$ cat src/rtl/rgb_fade_cfg_if.sv
// Keyframe configuration bus for the RGB fade sequencer.
// A write lands when cfg_valid and cfg_ready are both high on a clock edge.
interface rgb_fade_cfg_if #(
  parameter int DUTY_W = 32,
  parameter int IDX_W  = 2
);
  logic                     cfg_valid;
  logic                     cfg_ready;
  logic [IDX_W-1:0]         cfg_idx;
  logic signed [DUTY_W-1:0] cfg_red;
  logic signed [DUTY_W-1:0] cfg_green;
  logic signed [DUTY_W-1:0] cfg_blue;

  modport master (
    output cfg_valid, cfg_idx, cfg_red, cfg_green, cfg_blue,
    input  cfg_ready
  );

  modport slave (
    input  cfg_valid, cfg_idx, cfg_red, cfg_green, cfg_blue,
    output cfg_ready
  );
endinterface

$ cat src/rtl/rgb_fade_sequencer.sv
// Keyframe colour sequencer: fades the three PWM borders one count per step
// toward each keyframe, holds there, then advances, looping until stopped.
module rgb_fade_sequencer #(
  parameter int DUTY_W      = 32,
  parameter int DUTY_MAX    = 1000,
  parameter int NUM_KEYS    = 4,
  parameter int STEP_DIV    = 100,
  parameter int HOLD_CYCLES = 100000,
  localparam int IDX_W      = $clog2(NUM_KEYS)
) (
  input  logic                     clk,
  input  logic                     reset,
  rgb_fade_cfg_if.slave            cfg,
  input  logic                     start,
  input  logic                     stop,
  output logic                     busy,
  output logic [IDX_W-1:0]         key_idx,
  output logic                     loop_pulse,
  output logic signed [DUTY_W-1:0] red_border,
  output logic signed [DUTY_W-1:0] green_border,
  output logic signed [DUTY_W-1:0] blue_border
);
  localparam int STEP_W = $clog2(STEP_DIV + 1);
  localparam int HOLD_W = $clog2(HOLD_CYCLES + 1);
  localparam logic [STEP_W-1:0] STEP_LAST = STEP_W'(STEP_DIV - 1);
  localparam logic [HOLD_W-1:0] HOLD_LAST = HOLD_W'(HOLD_CYCLES - 1);
  localparam logic [IDX_W-1:0]  KEY_LAST  = IDX_W'(NUM_KEYS - 1);
  localparam logic signed [DUTY_W-1:0] DMAX = DUTY_W'(DUTY_MAX);
  localparam logic signed [DUTY_W-1:0] ONE  = DUTY_W'(1);

  typedef enum logic [1:0] {IDLE, FADE, HOLD} state_t;

  state_t                   state_q, state_d;
  logic [STEP_W-1:0]        step_cnt_q, step_cnt_d;
  logic [HOLD_W-1:0]        hold_cnt_q, hold_cnt_d;
  logic [IDX_W-1:0]         key_idx_q, key_idx_d;
  logic                     loop_pulse_q, loop_pulse_d;
  logic signed [DUTY_W-1:0] border_q [3];
  logic signed [DUTY_W-1:0] border_d [3];
  logic signed [DUTY_W-1:0] table_q [NUM_KEYS][3];
  logic signed [DUTY_W-1:0] table_d [NUM_KEYS][3];

  logic signed [DUTY_W-1:0] wr_val [3];
  logic signed [DUTY_W-1:0] target [3];
  logic signed [DUTY_W-1:0] adv [3];
  logic [2:0]               chan_eq;
  logic                     step_now, all_eq, hold_done, cfg_ready, wr_en;

  function automatic logic signed [DUTY_W-1:0] clamp(input logic signed [DUTY_W-1:0] v);
    if (v < 0)         return '0;
    else if (v > DMAX) return DMAX;
    else               return v;
  endfunction

  always_comb begin
    wr_val[0] = clamp(cfg.cfg_red);
    wr_val[1] = clamp(cfg.cfg_green);
    wr_val[2] = clamp(cfg.cfg_blue);
  end

  assign step_now  = (step_cnt_q == STEP_LAST);
  assign hold_done = (hold_cnt_q == HOLD_LAST);
  assign wr_en     = cfg.cfg_valid && cfg_ready;

  // adv is where each channel will sit after this edge if we stay in FADE;
  // HOLD is entered on the same edge the last channel lands on its target.
  for (genvar gi = 0; gi < 3; gi++) begin : g_chan
    always_comb begin
      target[gi] = table_q[key_idx_q][gi];
      adv[gi]    = border_q[gi];
      if (step_now) begin
        if (border_q[gi] < target[gi])      adv[gi] = border_q[gi] + ONE;
        else if (border_q[gi] > target[gi]) adv[gi] = border_q[gi] - ONE;
      end
      chan_eq[gi] = (adv[gi] == target[gi]);
    end
  end

  assign all_eq = &chan_eq;

  always_ff @(posedge clk) begin
    if (reset) state_q <= IDLE;
    else       state_q <= state_d;
  end

  always_comb begin
    state_d = state_q;
    case (state_q)
      IDLE: if (start && !stop) state_d = FADE;
      FADE: if (stop) state_d = IDLE; else if (all_eq) state_d = HOLD;
      HOLD: if (stop) state_d = IDLE; else if (hold_done) state_d = FADE;
      default: state_d = IDLE;
    endcase
  end

  always_comb begin
    busy      = (state_q != IDLE);
    cfg_ready = (state_q == IDLE);
  end

  always_comb begin
    step_cnt_d   = step_cnt_q;
    hold_cnt_d   = hold_cnt_q;
    key_idx_d    = key_idx_q;
    loop_pulse_d = 1'b0;
    border_d     = border_q;
    table_d      = table_q;
    case (state_q)
      IDLE: begin
        if (wr_en) begin
          for (int c = 0; c < 3; c++) table_d[cfg.cfg_idx][c] = wr_val[c];
        end
        if (start && !stop) begin
          key_idx_d  = '0;
          step_cnt_d = '0;
        end
      end
      FADE: begin
        if (!stop) begin
          border_d   = adv;
          step_cnt_d = step_now ? '0 : step_cnt_q + STEP_W'(1);
          if (all_eq) hold_cnt_d = '0;
        end
      end
      HOLD: begin
        if (!stop) begin
          if (hold_done) begin
            key_idx_d    = key_idx_q + IDX_W'(1);
            loop_pulse_d = (key_idx_q == KEY_LAST);
            step_cnt_d   = '0;
          end else begin
            hold_cnt_d = hold_cnt_q + HOLD_W'(1);
          end
        end
      end
      default: ;
    endcase
  end

  always_ff @(posedge clk) begin
    if (reset) begin
      step_cnt_q   <= '0;
      hold_cnt_q   <= '0;
      key_idx_q    <= '0;
      loop_pulse_q <= 1'b0;
      for (int c = 0; c < 3; c++) border_q[c] <= '0;
      for (int k = 0; k < NUM_KEYS; k++)
        for (int c = 0; c < 3; c++) table_q[k][c] <= '0;
    end else begin
      step_cnt_q   <= step_cnt_d;
      hold_cnt_q   <= hold_cnt_d;
      key_idx_q    <= key_idx_d;
      loop_pulse_q <= loop_pulse_d;
      border_q     <= border_d;
      table_q      <= table_d;
    end
  end

  assign cfg.cfg_ready = cfg_ready;
  assign key_idx       = key_idx_q;
  assign loop_pulse    = loop_pulse_q;
  assign red_border    = border_q[0];
  assign green_border  = border_q[1];
  assign blue_border   = border_q[2];
endmodule
$ cat src/flat_wrapper.sv
// flat-port wrapper written by rule: the top's interface ports become plain ports
module rgb_fade_sequencer_flat 
#(
  parameter int DUTY_W      = 32,
  parameter int DUTY_MAX    = 1000,
  parameter int NUM_KEYS    = 4,
  parameter int STEP_DIV    = 100,
  parameter int HOLD_CYCLES = 100000,
  localparam int IDX_W      = $clog2(NUM_KEYS)
)
  (clk, reset, start, stop, busy, key_idx, loop_pulse, red_border, green_border, blue_border, cfg_cfg_valid, cfg_cfg_idx, cfg_cfg_red, cfg_cfg_green, cfg_cfg_blue, cfg_cfg_ready);
  rgb_fade_cfg_if #(.DUTY_W(DUTY_W)) cfg_i ();
  input  logic clk;
  input  logic reset;
  input  logic start;
  input  logic stop;
  output logic busy;
  output logic [IDX_W-1:0] key_idx;
  output logic loop_pulse;
  output logic signed [DUTY_W-1:0] red_border;
  output logic signed [DUTY_W-1:0] green_border;
  output logic signed [DUTY_W-1:0] blue_border;
  input wire logic [$bits(cfg_i.cfg_valid)-1:0] cfg_cfg_valid;
  input wire logic [$bits(cfg_i.cfg_idx)-1:0] cfg_cfg_idx;
  input wire logic [$bits(cfg_i.cfg_red)-1:0] cfg_cfg_red;
  input wire logic [$bits(cfg_i.cfg_green)-1:0] cfg_cfg_green;
  input wire logic [$bits(cfg_i.cfg_blue)-1:0] cfg_cfg_blue;
  output wire logic [$bits(cfg_i.cfg_ready)-1:0] cfg_cfg_ready;
  assign cfg_i.cfg_valid = cfg_cfg_valid;
  assign cfg_i.cfg_idx = cfg_cfg_idx;
  assign cfg_i.cfg_red = cfg_cfg_red;
  assign cfg_i.cfg_green = cfg_cfg_green;
  assign cfg_i.cfg_blue = cfg_cfg_blue;
  assign cfg_cfg_ready = cfg_i.cfg_ready;
  rgb_fade_sequencer #(.DUTY_W(DUTY_W), .DUTY_MAX(DUTY_MAX), .NUM_KEYS(NUM_KEYS), .STEP_DIV(STEP_DIV), .HOLD_CYCLES(HOLD_CYCLES)) u_core (.clk(clk), .reset(reset), .cfg(cfg_i), .start(start), .stop(stop), .busy(busy), .key_idx(key_idx), .loop_pulse(loop_pulse), .red_border(red_border), .green_border(green_border), .blue_border(blue_border));
endmodule
$ cat config.mk
export PLATFORM = sky130hd
export DESIGN_NAME = rgb_fade_sequencer_flat
export DESIGN_NICKNAME = d
export VERILOG_FILES = /design/src/rtl/rgb_fade_cfg_if.sv /design/src/rtl/rgb_fade_sequencer.sv /design/src/flat_wrapper.sv
export SDC_FILE = /design/constraint.sdc
export NUM_CORES = 1
export LEC_CHECK = 0
export CORE_MARGIN = 2
export CORE_UTILIZATION = 31
export DETAILED_ROUTE_END_ITERATION = 10
export PLACE_DENSITY = 0.44
export SYNTH_ARGS = -nofsm -noshare
export SYNTH_HDL_FRONTEND = slang
export SYNTH_SLANG_ARGS = --single-unit
$ cat constraint.sdc
create_clock -name clk -period 11.5 [get_ports clk]
set_input_delay 2.3 -clock clk [delete_from_list [all_inputs] [get_ports clk]]
set_output_delay 2.3 -clock clk [all_outputs]
set_load 0.05 [all_outputs]
==> flow_summary.ini, run 1 <==
[routing]
totalWireLength_um = 120000
routed-via-count = 26328
detail_route.drc_violations = 0
drt-initial-drc-count = 2649
antenna_violation_net_count_after_detailed_routing = 0
drt-pass1-iter-count = 5
via_per_inst = 5.70
wire_per_inst_um = 25.9

[synthesis]
most_area_consuming_cells_after_synthesis = dfxtp_1 (36%), mux4_2 (7.3%), and3_1 (6.4%)
synthDominantAreaCellType = dfxtp_1
yosysWarningCount = 0
synth.lib_cells_used.distinct = 91
synthesis.area_per_instance_um2 = 8.41
synth-edff-count = 0
most_repeated_cell_in_the_gate_level_netlist_after_synthesis = dfxtp_1
netlist_area_um2 = 28000
syn_nets = 3531
synth.yosys.seq_area_share = 0.356
synth_seq_cells = 497
synth_top_area_share = 0.356
synth_flop_cell = dfxtp_1
synth.top_cells.by_count = dfxtp_1 (497), nand2_1 (296), nor2_1 (294), and3_1 (286), a21oi_1 (258)
syn-instance-count = 3326
async_flop_share = 0

[finish]
design.final.nets = 3603
final_core_utilization = 0.368
multiInputGateArea_um2 = 16600
area_growth_pct = 17.9
layout.area.seq_um2 = 9960
drive_gt1_frac = 0.0854
fill_cells = 9184

[global_routing]
grtUsageTotal = 0.252
grt_remaining_overflow = 0
vias_in_the_first_global_route = 25740
antenna_violations_before_repair = 1
grt_first_pass_wirelength_um = 177000
pin_count_of_the_biggest_net_entering_global_routing = 139

[floorplanning]
die-height_um = 304
die_area_um2 = 92700
design.core.area_um2 = 89700
rows = 110
ios = 204
chipWidth_um = 304
starting_utilization_of_the_core_area = 0.312

[clock_network]
postCtsSetupBuffers = 0
htree_num_levels = 2
cts_resized = 0
clock_sinks = 497
clk_pin_slew_ns = 0.06
clock_tree_from_tritoncts = built
cts-root-to-sink-buffers = 3
clk-insertion-delay-late_ns = 0.66
cts.hold.buffers_added = 0
clk_root_buffer_cell = clkbuf_16
cts-buffers-inserted = 60

[power_and_ir_drop]
p_leak_uw = 0.0127
pwrdens_nw_per_um2 = 122
vdd_ir_drop_max_uv = 107

[hold_path]
min-delay-path-class = flip-flop to flip-flop

[critical_path]
cp_slowest_cell = nor4_4
required_ns = 12.02
setup.reg_to_reg.worst_slack_ns = 3.12
path_common_cell = nand2_1
worstSetupStartpointType = flip-flop
cp_cell_sequence = buf_12 > mux4_2 > inv_1 > ha_1 > a41o_1 > a21oi_1 > o221ai_1 > o31ai_1 > nand2_1 > buf_4 > a41oi_1 > xnor2_1 > a2111oi_0 > nand4_1 > or4_4 > nor4_4 > or4b_1 > nand2_1
critical_path_endpoint_category = flip-flop
critPathKind = flip-flop to flip-flop
worst-path-max-fanout = 61
cp_data_arrival_time_ns = 8.90
timing.critical_path.slowest_cell_delay_ns = 1.02

[sta]
setup_repair_after_global_routing_missed_its_margin = no
clock_skew_ns = 0.0377
slew-limit-headroom = 0.131
finalSetupViolCount = 0
final-hold-violation-count = 0
clock.fmax_mhz = 119
drv_slew = 0
max_slew.worst_pin.slew_ns = 1.29
period_needed_ns = 8.38
final_cycle_share = 0.728
setup_tns_ns = 0
finalHoldWorstSlack_ns = 0.456

[place]
finalWeightedCongestion = 0.956
hpwl_um = 86300
buffer_ports.inserted = 203

[run]
maxCapViolCount = 0

[outcome]
run_status = finished clean
[metal layers]
layer | vias to the layer above | wire (um) | GRT usage
met1 | 12986 | 54800 | 0.348
li1 | 12208 | - | -
met5 | - | 14 | 0
met2 | 933 | 54200 | 0.407
met3 | 199 | 6710 | 0.0308
met4 | 2 | 3840 | 0.0804
[critical path, delay by kind of cell, from the launching register on]
family	cells	cell delay, ns
xor+xnor	1	0.14
simple gates	6	2.64
mux	1	0.63
compound gates	6	2.70
flops	1	0.87
fa+ha+maj	1	0.24
buf+inv	3	0.89
[cell families after synthesis]
group,Yosys count,share of synthesized area
fa+ha+maj,102,0.0456
xor+xnor,194,0.0607
compound gates,588,0.131
buf+inv,386,0.0541
simple gates,1442,0.270
flops,497,0.356
mux,117,0.0829
[cell usage in the layout, fill, tap and decap left out, types with 17 or more instances in the layout]
master	n
dfxtp_1	495
nand2_1	295
nor2_1	291
and3_1	286
a21oi_1	258
clkdlybuf4s50_1	202
inv_1	140
xnor2_1	123
nor3_1	104
ha_1	102
nand3_1	97
mux4_2	91
o21ai_0	83
nand4_1	79
nor4_1	71
xor2_1	71
or3_1	69
clkbuf_16	61
buf_4	50
or4_1	29
a31oi_1	29
mux2i_1	17
o21ai_1	17
[report_power, final]
group          internal (uW)  switching [uW]  total [uW]
clock network           1190             792        1990
logic                   92.6             219         311
registers               1730            5.81        1740
total                   3020            1020        4030
[area by class of cell]
type	instances	share of cell area
Clock inverter	23	0.00959
Clock buffer	83	0.0521
Timing Repair Buffer	255	0.0738
Multi-Input combinational cell	2443	0.502
Tap cell	1176	0.0446
Inverter	141	0.0162
Antenna cell	1	0.0000758
Sequential cell	497	0.302
[through the flow]
| stage | worst slack, ns | cell area [um2] | power, uW | std cells |
|---|---|---|---|---|
| after floorplan | 4.76 | 28000 | 1940 | 3326 |
| after global placement | 2.90 | 31000 | 2080 | 4511 |
| after detailed placement | 3.00 | 31000 | 2080 | 4512 |
| after CTS | 3.02 | 33000 | 4080 | 4618 |
| after global routing | 2.56 | 33000 | 4170 | 4618 |
| final | 3.12 | 33000 | 4030 | 4619 |
[final timing paths]
check | from | to | cells past startpoint
worst max register to register | u_core.key_idx[1]$_SDFFE_PP0P_ | u_core.hold_cnt_q[9]$_SDFFE_PP0P_ | 18
worst min register to register | u_core.table_q[69]$_SDFFE_PP0P_ | u_core.table_q[69]$_SDFFE_PP0P_ | 2
worst max-delay path | u_core.key_idx[1]$_SDFFE_PP0P_ | u_core.hold_cnt_q[9]$_SDFFE_PP0P_ | 18
worst min-delay path | u_core.table_q[69]$_SDFFE_PP0P_ | u_core.table_q[69]$_SDFFE_PP0P_ | 2
[state kept, by name, summed over array words and instances (netlist names)]
register	count
u_core.blue_border	32
u_core.green_border	32
u_core.hold_cnt_q	17
u_core.key_idx	2
u_core.loop_pulse	1
u_core.red_border	32
u_core.state_q	2
u_core.step_cnt_q	7
u_core.table_q	372
(Power assumes the default switching activity.)
==> run 2, diff against run 1 <==
==> constraint.sdc (replaced) <==
create_clock -name clk -period 8.7 [get_ports clk]
set_input_delay 1.74 -clock clk [delete_from_list [all_inputs] [get_ports clk]]
set_output_delay 1.74 -clock clk [all_outputs]
set_load 0.05 [all_outputs]
==> run 2 against run 1 <==
Effect of this change:
- maximum frequency is 11% higher
- register-to-register slack worse by 2.0 ns
- highest routed layer is now met4
- setup slack worse by 2.0 ns
- non-clock buffer count is 18 higher
- global-route usage is 0.15 points lower
- clock skew is 0.0016 ns higher
==> flow_summary.ini, run 2 (synthesized netlist as in run 1, its figures left out) <==
[outcome]
run_status = finished clean

[sta]
period_needed_ns = 7.57
final-hold-violation-count = 0
final_cycle_share = 0.870
max_slew.worst_pin.slew_ns = 1.31
clock_skew_ns = 0.0393
drv_slew = 0
clock.fmax_mhz = 132
setup_tns_ns = 0
finalSetupViolCount = 0
setup_repair_after_global_routing_missed_its_margin = no
slew-limit-headroom = 0.120

[finish]
area_growth_pct = 18.2
largest_register_ff_count = 372
layout.cell_area.non_filler_um2 = 33100
final_cells = 4632
mostFrequentLayoutCells = dfxtp_1 (495), nand2_1 (295), nor2_1 (291)
design.final.nets = 3618
most_flops_register = u_core.table_q
drive_gt1_frac = 0.0891
fill_cells = 9172
layout_commonest_cell = dfxtp_1

[critical_path]
timing.critical_path.slowest_cell_delay_ns = 0.86
required_ns = 9.25
cp_data_arrival_time_ns = 8.12
worst-path-max-fanout = 35
critPathKind = flip-flop to flip-flop
worstSetupStartpointType = flip-flop
cp_slowest_cell = o31ai_1
path_common_cell = a2111oi_0
critical_path_endpoint_category = flip-flop
cp_cell_sequence = buf_12 > mux2_2 > o21ai_0 > ha_1 > nor2b_1 > o211ai_1 > a2111oi_0 > o31ai_1 > nand2_2 > mux2i_1 > xnor2_1 > a2111oi_0 > nand4_1 > or4_1 > nor4_4 > buf_4 > or4b_1 > nand2_1

[routing]
detail_route.drc_violations = 0
wire_per_inst_um = 25.7
drt-initial-drc-count = 2450
drt-pass1-iter-count = 8
totalWireLength_um = 119000
routed-via-count = 26359
via_per_inst = 5.69
antenna_violation_net_count_after_detailed_routing = 0

[floorplanning]
starting_utilization_of_the_core_area = 0.312
rows = 110
die_area_um2 = 92700
chipWidth_um = 304
design.core.area_um2 = 89700
ios = 204
die-height_um = 304

[place]
buffer_ports.inserted = 203
place_area_um2 = 31100
finalWeightedCongestion = 0.956
post-place-cells = 4530
hpwl_um = 86700

[global_routing]
grt_first_pass_wirelength_um = 176000
grtUsageTotal = 0.250
met1_usage = 0.348
grt_util_met2 = 0.407
grt_remaining_overflow = 0
pin_count_of_the_biggest_net_entering_global_routing = 141
most_used_layer_global_route = met2
vias_in_the_first_global_route = 25870
grt_util_met3 = 0.0296
antenna_violations_before_repair = 1

[clock_network]
postCtsSetupBuffers = 0
clk_root_buffer_cell = clkbuf_16
cts.hold.buffers_added = 0
clk-insertion-delay-late_ns = 0.66
clk_pin_slew_ns = 0.07
cts-buffers-inserted = 57
clock_sinks = 497
cts_resized = 0
clock_tree_from_tritoncts = built
htree_num_levels = 2
cts-root-to-sink-buffers = 3

[hold_path]
min-delay-path-class = flip-flop to flip-flop

[run]
maxCapViolCount = 0

[power_and_ir_drop]
vdd_ir_drop_max_uv = 146
pwrdens_nw_per_um2 = 158
p_leak_uw = 0.0127
-- run 2: cell count changes in the layout (fill, tap and decap cells not counted), moves of 2 or more --
cell / delta
clkinvlp_4: +4
clkbuf_8: -2
buf_4: +16
clkinv_2: -4
clkbuf_16: -3
buf_12: +2
-- run 2: worst paths after layout --
path,start,end,depth (start not counted),slack (ns)
setup reg to reg,u_core.key_idx[0]$_SDFFE_PP0P_,u_core.hold_cnt_q[8]$_SDFFE_PP0P_,18,1.13
setup / recovery,u_core.key_idx[0]$_SDFFE_PP0P_,u_core.hold_cnt_q[8]$_SDFFE_PP0P_,18,1.13
hold / removal,u_core.table_q[261]$_SDFFE_PP0P_,u_core.table_q[261]$_SDFFE_PP0P_,2,0.45
hold reg to reg,u_core.table_q[261]$_SDFFE_PP0P_,u_core.table_q[261]$_SDFFE_PP0P_,2,0.45
-- run 2: critical path, delay by kind of cell (launching register included) --
family | cells | cell delay (ns)
AO/OA/AOI/OAI | 5 | 2.55
XOR/XNOR | 1 | 0.18
flip-flops | 1 | 0.70
buffers and inverters | 2 | 0.63
AND/OR/NAND/NOR | 7 | 2.16
multiplexers | 2 | 0.79
adder cells (fa/ha/maj) | 1 | 0.37
-- run 2: final cells by class --
type	instances	area, um2	share of cell area
clock inverter	24	352	0.0106
clock buffer	77	1610	0.0488
timing repair buffer	273	2600	0.0786
antenna	1	2.50	0.0000756
inverter	141	534	0.0161
sequential	497	9960	0.301
tap	1176	1470	0.0445
multi-input combinational	2443	16600	0.500
-- run 2: layer usage --
layer	wire length, um	vias to the layer above
met1	54700	13085
met3	6100	180
met4	3590	0
met5	0	-
li1	-	12217
met2	54500	877
-- run 2: stage by stage --
stage                     hold slack, ns  power (uW)  worst slack, ns   util
after floorplan                    0.433        2570             1.96      -
after global placement             0.440        2750            0.416  0.347
after detailed placement           0.444        2760             1.17  0.347
after CTS                          0.452        5290             1.13  0.369
after global routing               0.470        5410            0.628  0.369
final                              0.452        5220             1.13  0.369
-- run 2: power breakdown --
part | total, uW | switching [uW] | internal (uW)
Sequential | 2300 | 7.71 | 2290
Clock | 2520 | 1030 | 1480
Combinational | 414 | 286 | 127
